File: src/rtl/physics_step_scheduler.sv
// Frame-rate scheduler: divides the pixel clock to the physics rate and, on each
// accepted frame tick, runs player-1, player-2 and ball step units in sequence.
module physics_step_scheduler #(
  parameter int unsigned SRC_FREQ = 65_000_000,
  parameter int unsigned FREQ     = 100,
  parameter int unsigned TIMEOUT  = 1024
) (
  input  logic        clk,
  input  logic        rst,
  input  logic        pause,
  input  logic        p1_done,
  input  logic        p2_done,
  input  logic        ball_done,
  output logic        p1_start,
  output logic        p2_start,
  output logic        ball_start,
  output logic        frame_tick,
  output logic        busy,
  output logic [15:0] frame_cnt,
  output logic        overrun,
  output logic        timeout_err
);

  localparam int unsigned DIV   = SRC_FREQ / FREQ;
  localparam int unsigned DIV_W = (DIV > 1) ? $clog2(DIV) : 1;
  localparam int unsigned TO_W  = (TIMEOUT > 1) ? $clog2(TIMEOUT) : 1;
  localparam int unsigned CNT_W = 16;

  typedef enum logic [2:0] {
    IDLE, P1_START, P1_WAIT, P2_START, P2_WAIT, B_START, B_WAIT, FRAME_END
  } state_t;

  state_t            state, state_d;
  logic [DIV_W-1:0]  div_cnt, div_d;
  logic [TO_W-1:0]   wait_cnt;
  logic              in_wait_c;
  logic              done_sel_c;
  logic              wait_last_c;
  logic              set_timeout_c;
  logic              set_overrun_c;

  // Free-running divider; the tick output is registered one step ahead
  always_comb begin
    div_d = (div_cnt == DIV_W'(DIV - 1)) ? '0 : div_cnt + DIV_W'(1);
  end

  always_comb begin
    state_d       = state;
    in_wait_c     = 1'b0;
    done_sel_c    = 1'b0;
    wait_last_c   = (wait_cnt == TO_W'(TIMEOUT - 1));
    set_timeout_c = 1'b0;
    set_overrun_c = frame_tick && (state != IDLE);
    case (state)
      IDLE:      if (frame_tick && !pause) state_d = P1_START;
      P1_START:  state_d = P1_WAIT;
      P1_WAIT: begin
        in_wait_c  = 1'b1;
        done_sel_c = p1_done;
        if (p1_done || wait_last_c) state_d = P2_START;
      end
      P2_START:  state_d = P2_WAIT;
      P2_WAIT: begin
        in_wait_c  = 1'b1;
        done_sel_c = p2_done;
        if (p2_done || wait_last_c) state_d = B_START;
      end
      B_START:   state_d = B_WAIT;
      B_WAIT: begin
        in_wait_c  = 1'b1;
        done_sel_c = ball_done;
        if (ball_done || wait_last_c) state_d = FRAME_END;
      end
      FRAME_END: state_d = IDLE;
      default:   state_d = IDLE;
    endcase
    // A done in the last allowed cycle still counts as a normal completion
    set_timeout_c = in_wait_c && wait_last_c && !done_sel_c;
  end

  always_ff @(posedge clk) begin
    if (rst) begin
      state    <= IDLE;
      div_cnt  <= '0;
      wait_cnt <= '0;
    end else begin
      state    <= state_d;
      div_cnt  <= div_d;
      wait_cnt <= in_wait_c ? wait_cnt + TO_W'(1) : '0;
    end
  end

  // Outputs registered from next-state values so they align with the state they describe
  always_ff @(posedge clk) begin
    if (rst) begin
      p1_start    <= 1'b0;
      p2_start    <= 1'b0;
      ball_start  <= 1'b0;
      frame_tick  <= 1'b0;
      busy        <= 1'b0;
      frame_cnt   <= '0;
      overrun     <= 1'b0;
      timeout_err <= 1'b0;
    end else begin
      p1_start   <= (state_d == P1_START);
      p2_start   <= (state_d == P2_START);
      ball_start <= (state_d == B_START);
      frame_tick <= (div_d == DIV_W'(DIV - 1));
      busy       <= (state_d != IDLE);
      if (state == FRAME_END) frame_cnt <= frame_cnt + CNT_W'(1);
      if (set_overrun_c) overrun <= 1'b1;
      if (set_timeout_c) timeout_err <= 1'b1;
    end
  end

endmodule

File: config.mk
export PLATFORM = sky130hd
export DESIGN_NAME = physics_step_scheduler
export DESIGN_NICKNAME = d
export VERILOG_FILES = /design/src/rtl/physics_step_scheduler.sv
export SDC_FILE = /design/constraint.sdc
export NUM_CORES = 1
export LEC_CHECK = 0
export CORE_ASPECT_RATIO = 0.6
export CORE_MARGIN = 1
export CORE_UTILIZATION = 55
export CTS_CLUSTER_SIZE = 24
export DETAILED_ROUTE_END_ITERATION = 10
export GPL_TIMING_DRIVEN = 0
export PLACE_DENSITY = 0.8
export SLEW_MARGIN = 0
export SYNTH_ARGS = -nofsm -noshare
export SYNTH_HDL_FRONTEND = slang
export SYNTH_SLANG_ARGS = --single-unit
File: constraint.sdc
create_clock -name clk -period 4.2 [get_ports clk]
set_input_delay 1.26 -clock clk [delete_from_list [all_inputs] [get_ports clk]]
set_output_delay 1.26 -clock clk [all_outputs]
set_load 0.01 [all_outputs]
==> impl_metrics.csv <==
group,metric,value,unit
outcome,status,"completed",
min_path,min_to,"wait_cnt[0]",
power_and_ir_drop,clkPwrFrac,35.2,%
finish,drive_gt1_share,5.09,%
finish,finalNetCount,342,
timing,maxSlewViolCount,0,
power_and_ir_drop,p_seq_share,62.6,%
setup_path,worstPathCellList,"clkdlybuf4s50_1",
min_path,min_from,"wait_cnt[0]",
min_path,hold_path_class,"register to register",
floorplan,die-width,89.8,um
drt,wire_per_inst,12.3,um
setup_path,critPathMaxFanout,6,
clocking,cts.sinks,56,
clocking,holdBufCountCts,0,
placed_design,place_ws,1.49,ns
power_and_ir_drop,power_density,288,nW/um2
finish,antenna-diode-count,0,
setup_path,timing.rr.end,"frame_tick",
logic_synthesis,synth_edf_count,0,
logic_synthesis,synthArstFlopShare,0,%
finish,final_cells,394,
power_and_ir_drop,total_power,857,uW
finish,layout_common_cells,"56 x dfxtp_1, 55 x nor2_1, 27 x clkdlybuf4s50_1",
clocking,clk_latency,0.31,ns
setup_path,arrival,1.32,ns
timing,final.setup.worst_slack,1.62,ns
logic_synthesis,synth_seq_cells,56,
floorplan,die_area,4900,um2
finish,syn2layout_area_growth,17.3,%
power_and_ir_drop,p_comb_share,2.2,%
clocking,clk_pin_slew,0.09,ns
power_and_ir_drop,swShare,21.3,%
timing,rsz0062_at_grt,"false",
finish,layout_commonest_cell,"dfxtp_1",
logic_synthesis,synth_top_area_share,44.1,%
logic_synthesis,synth.area.top_cells,"dfxtp_1 44%, nor2_1 8.1%, xor2_1 7.6%, xnor2_1 6.2%, nand4_1 3.2%",
drt,drc,0,
logic_synthesis,synth_nets,308,
clocking,numCtsBuffers,5,
setup_path,r2r_cells,7,
drt,initialDrtViolationCount,110,
timing,setup_tns,0,ns
clocking,htreeDepth,2,
floorplan,core,4260,um2
grt,grt_pass1_wl,8080,um
timing,worst_slew_pin_slew,0.752,ns
setup_path,rrSetupSlack,1.73,ns
timing,setup_viol,0,
setup_path,crit_family,"buffers and inverters",
clocking,root_buffer,"clkbuf_8",
timing,fin_crit_sh,61.5,%
drt,detail-route-antenna-nets,0,
logic_synthesis,synth.distinct_cells,39,
placed_design,place_inst,386,
clocking,cts_tree,"yes",
grt,grt_pass1_vias,1798,
grt,grt_max_degree,17,
floorplan,ios,29,
setup_path,r2r-start,"div_cnt[0]",
finish,fin_util,70.0,%
logic_synthesis,yosys_warnings,0,
logic_synthesis,synth_seq_area_share,44.1,%
logic_synthesis,syn_inst,299,
setup_path,start_kind,"register",
power_and_ir_drop,power_switching,183,uW
setup_path,worstSetupPathType,"register to output port",
setup_path,crit_required,2.94,ns
timing,period_minus_slack,2.58,ns
run,drv_cap,0,
grt,globalRouteOverflowTotal,0,
finish,fin_area,2980,um2
timing,max_slew_margin,49.4,%
grt,antenna_found_initial,0,
clocking,cts_setup_buffers,0,
floorplan,die_y,54.7,um
setup_path,crit_slowest_cell,"clkdlybuf4s50_1",
power_and_ir_drop,leakage,1.02,nW
floorplan,initial_core_util,59.7,%
drt,drt-total-wl,4830,um
placed_design,place_area,2890,um2
logic_synthesis,synthFlopType,"dfxtp_1",
setup_path,worstSetupEndpointType,"output port",
drt,first_pass_iters,4,
logic_synthesis,avgSynthCellArea,8.50,um2
power_and_ir_drop,p_int,674,uW
logic_synthesis,synth_area,2540,um2
drt,avgViaCountPerCell,5.30,
logic_synthesis,synth_top_cell_by_area,"dfxtp_1",
drt,num_vias,2088,
power_and_ir_drop,irDropWorstVdd,0.000164,V
placed_design,dp_hpwl,3580,um
clocking,cts_resized,0,
placed_design,port_buffers,27,
timing,fin_worst_skew,0.00662,ns
setup_path,slowest_delay,0.57,ns
clocking,clockBufferDepth,2,
finish,fillCellCount,323,
timing,hold_viol_final,0,
timing,fin_hold_ws,0.476,ns
setup_path,crit_buf_inv,1,
min_path,whs_path_depth,1,
timing,fmax,387,MHz
placed_design,gp_congestion,0.886,
grt,grtUsageTotal,21.5,%
floorplan,row_count,18,
==> cell type report <==
type	count	area [um2]	share of cell area (%)
plain buffers	12	53.8	1.81
repair buffers	27	270	9.07
well taps	60	75.1	2.52
multi-input cells	220	1330	44.5
inverters	11	41.3	1.39
clock inverters	1	7.51	0.252
clock buffers	7	86.3	2.90
flip-flops and latches	56	1120	37.6
==> power by group through the flow <==
stage / Combinational [mW] / Sequential, mW / Clock, mW
4_1_cts: 0.0193 / 0.536 / 0.310
3_3_place_gp: 0.0191 / 0.549 / 0
3_5_place_dp: 0.0192 / 0.549 / 0
2_1_floorplan: 0.0112 / 0.548 / 0
5_1_grt: 0.0216 / 0.537 / 0.327
6_report: 0.0190 / 0.536 / 0.302
==> metal layers <==
metal	up-vias	track usage (%)	part of all wire [%]
met5	-	0	0
met4	0	9.29	1.0
met3	4	5.00	5.2
met2	41	33.1	42
met1	961	29.4	52
li1	1082	-	-
==> state kept, by name, indices dropped and copies added (netlist names), 3 cells and up <==
signal	count
div_cnt	20
frame_cnt	16
wait_cnt	10
state	3
==> kinds of logic after synthesis <==
group / share of synthesized area, %
AO/OA/AOI/OAI: 6.50
AND/OR/NAND/NOR: 29.5
multiplexers: 0.837
buffers and inverters: 3.74
flip-flops: 44.1
XOR/XNOR: 13.8
adder cells (fa/ha/maj): 1.48
==> synth_stat cells (all sizes together) (3+ instances only) <==
cell type and count:
dfxtp 56, nor2 55, xor2 22, nand2 21, xnor2 18, nand3 16, nand4 15, a21oi 12
inv 11, clkbuf 9, nor3 7, or3 7, and3 6, o21ai 6, nand2b 4, nor3b 4
o22ai 4, buf 3, ha 3, nor4 3, or2 3
==> how the worst max path moves through the flow <==
stage	slack, ns	cells after the start	to	from
4_1_cts	1.61	1	frame_cnt[12]	frame_cnt[12]
6_report	1.62	1	frame_cnt[11]	frame_cnt[11]
3_3_place_gp	1.53	6	p2_start	ball_done
5_1_grt	1.47	7	frame_tick	div_cnt[0]
3_5_place_dp	1.49	6	p2_start	p2_done
2_1_floorplan	2.03	4	div_cnt[17]	rst
Power figures use the tool's default switching activity.
